--- src/rtl/ovl_fabric_pkg.sv ---
// Shared types and cfg_data field layout for the checker-fabric config controller.
package ovl_fabric_pkg;

  // Controller states, 2-bit encoding.
  typedef enum logic [1:0] {
    ST_IDLE   = 2'd0,
    ST_LOAD   = 2'd1,
    ST_SETTLE = 2'd2,
    ST_RUN    = 2'd3
  } state_e;

  // Index width the fabric is normally built with.
  localparam int DEFAULT_IDX_W = 4;

  // cfg_data layout: {enable, sampling_event index, test_expr index}.
  localparam int CFG_TIDX_LSB = 0;

  function automatic int cfg_data_w(input int idx_w);
    return 2 * idx_w + 1;
  endfunction

  function automatic int cfg_sidx_lsb(input int idx_w);
    return idx_w;
  endfunction

  function automatic int cfg_en_bit(input int idx_w);
    return 2 * idx_w;
  endfunction

  // Enable bit position for the default build.
  localparam int CFG_EN_BIT = 2 * DEFAULT_IDX_W;

endpackage

--- src/rtl/ovl_sig_select.sv ---
// Picks one bit out of the monitored signal pool; indices past the pool read 0.
module ovl_sig_select #(
  parameter int SIG_W = 16,
  parameter int IDX_W = 4
) (
  input  logic [SIG_W-1:0] sig_i,
  input  logic [IDX_W-1:0] idx_i,
  output logic             sel_o
);

  localparam int EXT_W = 2 ** IDX_W;

  // Zero-extending the pool to the full index range makes out-of-range picks 0.
  logic [EXT_W-1:0] pool_ext;

  assign pool_ext = EXT_W'(sig_i);
  assign sel_o    = pool_ext[idx_i];

endmodule

--- src/rtl/ovl_fabric_cfg_ctrl.sv ---
// Configuration sequencer and error collector for a bank of always-on-edge checkers.
module ovl_fabric_cfg_ctrl
  import ovl_fabric_pkg::*;
#(
  parameter int NUM_SLOTS  = 4,
  parameter int SIG_W      = 16,
  parameter int IDX_W      = 4,
  parameter int SETTLE_CYC = 2
) (
  input  logic                    clk,
  input  logic                    rst,
  input  logic                    cfg_start,
  input  logic                    cfg_valid,
  output logic                    cfg_ready,
  input  logic [2*IDX_W:0]        cfg_data,
  input  logic [SIG_W-1:0]        sig_pool,
  output logic [NUM_SLOTS-1:0]    slot_enable,
  output logic [NUM_SLOTS-1:0]    slot_sample,
  output logic [NUM_SLOTS-1:0]    slot_test,
  output logic [NUM_SLOTS-1:0]    slot_cfg_invalid,
  input  logic [NUM_SLOTS-1:0]    slot_fire,
  input  logic                    err_clr,
  output logic [NUM_SLOTS-1:0]    err_flags,
  output logic                    first_err_valid,
  output logic [IDX_W-1:0]        first_err_slot,
  output logic                    irq,
  output logic                    active
);

  localparam int CNT_W    = (NUM_SLOTS > 1) ? $clog2(NUM_SLOTS) : 1;
  localparam int SET_W    = (SETTLE_CYC > 1) ? $clog2(SETTLE_CYC + 1) : 1;
  localparam int EN_BIT   = cfg_en_bit(IDX_W);
  localparam int SIDX_LSB = cfg_sidx_lsb(IDX_W);

  localparam logic [CNT_W-1:0] LAST_SLOT   = CNT_W'(NUM_SLOTS - 1);
  localparam logic [SET_W-1:0] LAST_SETTLE = SET_W'(SETTLE_CYC - 1);

  state_e               state_q, state_d;
  logic [CNT_W-1:0]     cnt_q, cnt_d;
  logic [SET_W-1:0]     settle_q, settle_d;
  logic [NUM_SLOTS-1:0] en_q;
  logic [IDX_W-1:0]     sidx_q [NUM_SLOTS];
  logic [IDX_W-1:0]     tidx_q [NUM_SLOTS];

  logic [NUM_SLOTS-1:0] err_q, err_d;
  logic                 fv_q, fv_d;
  logic [IDX_W-1:0]     fslot_q, fslot_d;
  logic                 irq_q;

  logic                 accept;
  logic [NUM_SLOTS-1:0] fire_qual;
  logic [NUM_SLOTS-1:0] err_base;
  logic                 fv_base;
  logic [IDX_W-1:0]     lowest_fire;

  assign accept = cfg_valid && cfg_ready;

  // State and load/settle counters.
  // NOTE: sequential state uses <= so every register samples the pre-edge values.
  always_ff @(posedge clk or posedge rst) begin
    if (rst) begin
      state_q  <= ST_IDLE;
      cnt_q    <= '0;
      settle_q <= '0;
    end else begin
      state_q  <= state_d;
      cnt_q    <= cnt_d;
      settle_q <= settle_d;
    end
  end

  // Next-state: start a load, count accepted words, hold SETTLE for SETTLE_CYC cycles.
  // NOTE: every variable gets a default first so no path leaves a latch behind.
  always_comb begin
    state_d  = state_q;
    cnt_d    = cnt_q;
    settle_d = settle_q;
    case (state_q)
      ST_IDLE: begin
        if (cfg_start) begin
          state_d = ST_LOAD;
          cnt_d   = '0;
        end
      end
      ST_LOAD: begin
        if (accept) begin
          if (cnt_q == LAST_SLOT) begin
            state_d  = ST_SETTLE;
            cnt_d    = '0;
            settle_d = '0;
          end else begin
            cnt_d = cnt_q + 1'b1;
          end
        end
      end
      ST_SETTLE: begin
        if (settle_q == LAST_SETTLE) begin
          state_d = ST_RUN;
        end else begin
          settle_d = settle_q + 1'b1;
        end
      end
      ST_RUN: begin
        if (cfg_start) begin
          state_d = ST_LOAD;
          cnt_d   = '0;
        end
      end
      default: state_d = ST_IDLE;
    endcase
  end

  // Per-slot configuration registers, written one slot per accepted word.
  // NOTE: these small register arrays are reset so a partial load never survives rst.
  always_ff @(posedge clk or posedge rst) begin
    if (rst) begin
      en_q <= '0;
      for (int i = 0; i < NUM_SLOTS; i++) begin
        sidx_q[i] <= '0;
        tidx_q[i] <= '0;
      end
    end else if (accept) begin
      en_q[cnt_q]   <= cfg_data[EN_BIT];
      sidx_q[cnt_q] <= cfg_data[SIDX_LSB +: IDX_W];
      tidx_q[cnt_q] <= cfg_data[CFG_TIDX_LSB +: IDX_W];
    end
  end

  // Checker-facing controls decoded from the registered state.
  assign cfg_ready        = (state_q == ST_LOAD);
  assign active           = (state_q == ST_RUN);
  assign slot_enable      = (state_q == ST_SETTLE || state_q == ST_RUN) ? en_q : '0;
  assign slot_cfg_invalid = {NUM_SLOTS{state_q != ST_RUN}};

  // Route the selected pool bits to each checker.
  for (genvar g = 0; g < NUM_SLOTS; g++) begin : g_route
    ovl_sig_select #(.SIG_W(SIG_W), .IDX_W(IDX_W)) u_sample (
      .sig_i (sig_pool),
      .idx_i (sidx_q[g]),
      .sel_o (slot_sample[g])
    );
    ovl_sig_select #(.SIG_W(SIG_W), .IDX_W(IDX_W)) u_test (
      .sig_i (sig_pool),
      .idx_i (tidx_q[g]),
      .sel_o (slot_test[g])
    );
  end

  // Only enabled slots fire, and only while running.
  assign fire_qual = (state_q == ST_RUN) ? (slot_fire & en_q) : '0;

  // Lowest-index qualified fire for first-error capture.
  always_comb begin
    lowest_fire = '0;
    for (int i = NUM_SLOTS - 1; i >= 0; i--) begin
      if (fire_qual[i]) lowest_fire = IDX_W'(i);
    end
  end

  // Error next-state: clear first, then a same-cycle fire sets and recaptures.
  always_comb begin
    err_base = err_clr ? '0 : err_q;
    fv_base  = err_clr ? 1'b0 : fv_q;
    err_d    = err_base | fire_qual;
    fv_d     = fv_base;
    fslot_d  = fslot_q;
    if ((fire_qual != '0) && (err_base == '0) && !fv_base) begin
      fv_d    = 1'b1;
      fslot_d = lowest_fire;
    end
    if (state_q != ST_LOAD && state_d == ST_LOAD) begin
      err_d = '0;
      fv_d  = 1'b0;
    end
  end

  // Error registers; irq tracks the OR of the flags being registered.
  always_ff @(posedge clk or posedge rst) begin
    if (rst) begin
      err_q   <= '0;
      fv_q    <= 1'b0;
      fslot_q <= '0;
      irq_q   <= 1'b0;
    end else begin
      err_q   <= err_d;
      fv_q    <= fv_d;
      fslot_q <= fslot_d;
      irq_q   <= |err_d;
    end
  end

  assign err_flags       = err_q;
  assign first_err_valid = fv_q;
  assign first_err_slot  = fslot_q;
  assign irq             = irq_q;

endmodule

--- config.mk ---
export PLATFORM = sky130hd
export DESIGN_NAME = ovl_fabric_cfg_ctrl
export DESIGN_NICKNAME = d
export VERILOG_FILES = /design/src/rtl/ovl_fabric_pkg.sv /design/src/rtl/ovl_sig_select.sv /design/src/rtl/ovl_fabric_cfg_ctrl.sv
export SDC_FILE = /design/constraint.sdc
export NUM_CORES = 1
export LEC_CHECK = 0
export CORE_ASPECT_RATIO = 1.4
export CORE_MARGIN = 2
export CORE_UTILIZATION = 45
export CTS_BUF_LIST = sky130_fd_sc_hd__clkbuf_2 sky130_fd_sc_hd__clkbuf_4 sky130_fd_sc_hd__clkbuf_8
export DETAILED_ROUTE_END_ITERATION = 8
export GPL_ROUTABILITY_DRIVEN = 1
export GPL_TIMING_DRIVEN = 0
export PLACE_DENSITY = 0.73
export SETUP_SLACK_MARGIN = 0.3
export SYNTH_ARGS = -nofsm -noshare
export SYNTH_HDL_FRONTEND = slang
export SYNTH_SLANG_ARGS = --single-unit
--- constraint.sdc ---
create_clock -name clk -period 1.8 [get_ports clk]
set_clock_uncertainty 0.15 [all_clocks]
set_input_delay 0.18 -clock clk [delete_from_list [all_inputs] [get_ports clk]]
set_output_delay 0.18 -clock clk [all_outputs]
set_load 0.01 [all_outputs]
==> impl_results.md <==
- Num Clock Sinks: 50
- Synthesis Warnings: 0
- Delay-heaviest family, CP: multiplexers
- ANT nets after route: 0
- Crit. End Element: output pin
- Share of cells above drive strength 1: a little over half
- Kind of critical path: reg -> out
- Nets: roughly 400
- Multi-input gate area: approximately 2400 um^2
- Row count: 37
- CP bufs+invs: 3
- Worst Setup Slack, final: -0.452 ns
- Endpoints failing hold: 0
- Leak: between 2 and 2.5 nW
- Vias: 2697
- Hpwl dp: around 5700 um
- Number of enable flip-flop cells after synthesis: 0
- Ys async rst share: 100%
- DRC errors left: 0
- Minimum clock period: 2.25 ns
- DRT iter0 DRCs: approximately 300
- Synthesized area per cell: between 10 and 15 um^2
- CTS root buf: clkbuf_8
- FILL cells: 453
- IO buf count: between 50 and 60
- Routed WL: slightly below 10000 um
- Seq cells post-synth: 50
- Seq. cell area: between 1000 and 1500 um^2
- Vias per cell: slightly below 6
- CTS tree: yes
- I/O pin cnt: between 60 and 70
- Post-Route Utilization: a little over two thirds
- Initial antenna violation count: 0
- Most common cell on crit path: buf_4
- Drt pass-1 iters: 5
- Slew @ Worst Pin: around 1.1 ns
- Crit path largest cell delay: 0.54 ns
- Skew-Pair Late Insertion Delay: 0.31 ns
- Final setup viols: 59
- CP Data Arrival Time: 1.92 ns
- Cells after synthesis: approximately 250
- Layout area overhead: 51.8%
- Drt wl/cell: roughly 22 um
- GRT Util Overall: 22.9%
- Final Wtd Congestion: ~0.89
- Number of global-route vias before repair: about 2700
- Setup crit start kind: register
- Hold_ws: approximately 0.3 ns
- Global route total overflow: 0
- Failing checks: negative setup slack
- Final period util: 125%
- First-pass GRT wire length: ~15000 um
- Highest clock rate: between 400 and 500 MHz
- Pre-CTS setup slack: -0.795 ns
- Initial core utilization: 46.3%
- HP Class: in -> async
- Crit path max fanout: 4
- Max-slew violations: 0
- Core Area: between 7000 and 8000 um^2
- Critical-path top delay cell: mux4_1
- Number of CTS-inserted buffers: 5
- Most frequent cells in the layout: buf_6, dfrtp_1, mux2_4
- Status: complete, but fails checks
- Clock buffer depth: 2
- Slew headroom: ~28%
- Top_reg_cell synth: dfrtp_1
- Ant. Diodes: 0
- Clock slew at reported path FFs: around 0.10 ns
- Die H: 107 um
- Chip width: just under 80 um
- Worst EP required: roughly 1.5 ns
- CTS H-tree lvls: 2
- Largest net degree at the start of global routing: 51
- Maximum vdd drop: roughly 1.4 mV
- Commonest non-fill, non-tap cell in the layout: buf_6
- Pwr/cell area: about 1800 nW/um^2
- RSZ-0062 raised after global routing: true
- Cell Area, Synth: between 3000 and 4000 um^2
- Seq/Total Area, Yosys: between 30% and 40%
- Cts-stage hold buffer count: 0
- Max cap viols: 0
- Die area: between 8000 and 9000 um^2
- Netlist cell types: 41
- Crit path cell chain: buf_4 -> mux4_1 -> mux2i_1 -> a21oi_1 -> buf_4 -> buf_6
cell families after synthesis:
| family | Yosys count | share of synthesized area (%) |
|---|---|---|
| flops | 50 | 36.7 |
| fa+ha+maj | 9 | 3.31 |
| buf+inv | 29 | 4.92 |
| compound gates | 40 | 9.15 |
| mux | 78 | 39.6 |
| other cells | 1 | 0.110 |
| simple gates | 40 | 6.24 |
cell usage after synthesis (2+ instances only):
library cell,instances,area [um^2]
nor2_1,6,22.5
nand3b_1,2,15.0
dfrtp_1,50,1250
nand2_1,9,33.8
ha_1,9,113
buf_2,2,10.0
a211oi_1,8,60.1
o21ai_0,3,15.0
nor2b_1,13,81.3
a21oi_1,10,50.1
buf_4,13,97.6
a2bb2oi_1,3,26.3
mux4_1,32,841
inv_1,12,45.0
nor3_1,2,10.0
mux2_2,37,417
nand3_1,3,15.0
a22o_1,2,17.5
mux2i_1,9,90.1
worst reg2reg max path, stage by stage, from the launching register on:
cell,delay (ns)
dfrtp_2,0.43
buf_6,0.12
inv_4,0.03
ha_4,0.14
buf_6,0.12
buf_6,0.12
o21a_1,0.19
a221oi_4,0.26
a2111oi_4,0.13
buf_6,0.16
a41oi_2,0.15
flip-flops by register name, indices dropped and copies added (netlist names):
| register | cells |
|---|---|
| cnt_q | 2 |
| en_q | 4 |
| err_flags | 4 |
| first_err_slot | 2 |
| first_err_valid | 1 |
| irq | 1 |
| settle_q | 2 |
| sidx_q | 16 |
| state_q | 2 |
| tidx_q | 16 |
through the flow:
stage / TNS [ns] / cell area [um^2] / total power [mW] / std cells
CTS: -6.45 / 4830 / 8.05 / 442
detailed placement: -13.84 / 4140 / 5.92 / 403
floorplan: 0 / 3440 / 4.71 / 248
global placement: -13.12 / 4140 / 5.80 / 403
finish: -7.30 / 5170 / 9.09 / 456
global route: -10.42 / 5170 / 9.57 / 456
report_power, final:
part / switching (mW) / internal [mW] / leakage (nW)
sequential: 0.708 / 1.62 / 0.623
clock: 0.386 / 0.458 / 0.0618
combinational: 2.19 / 3.73 / 1.62
layer usage:
layer	routed length [um]	global-route usage [%]
met5	0	0
met4	272	5.87
met3	690	3.62
met2	5230	43.0
met1	3620	26.9
cell type report:
type	count	area share (%)
clock buffers	6	1.60
well taps	97	2.35
repair buffers	100	19.9
multi-input cells	172	46.8
plain buffers	17	3.07
clock inverters	2	0.750
flip-flops and latches	50	24.4
inverters	12	1.09
worst paths after layout:
check,startpoint,to,cells after the start,slack (ns)
setup reg to reg,state_q[0],irq,10,-0.27
setup / recovery,tidx_q[0],slot_test[3],6,-0.45
hold / removal,rst,tidx_q[14],2,0.31
min in group clk,first_err_slot[0],first_err_slot[0],1,0.39
max in group asynchronous,rst,sidx_q[12],2,0.54
hold reg to reg,first_err_slot[0],first_err_slot[0],1,0.39
what timing repair did:
| action | CTS | global route |
|---|---|---|
| resized for setup | 178 | 73 |
| buffers inserted | 27 | 14 |
| gates cloned | 4 | 0 |
| pin swaps | 21 | 16 |
| setup endpoints to repair | 76 | 68 |
Power figures use the tool's default switching activity.
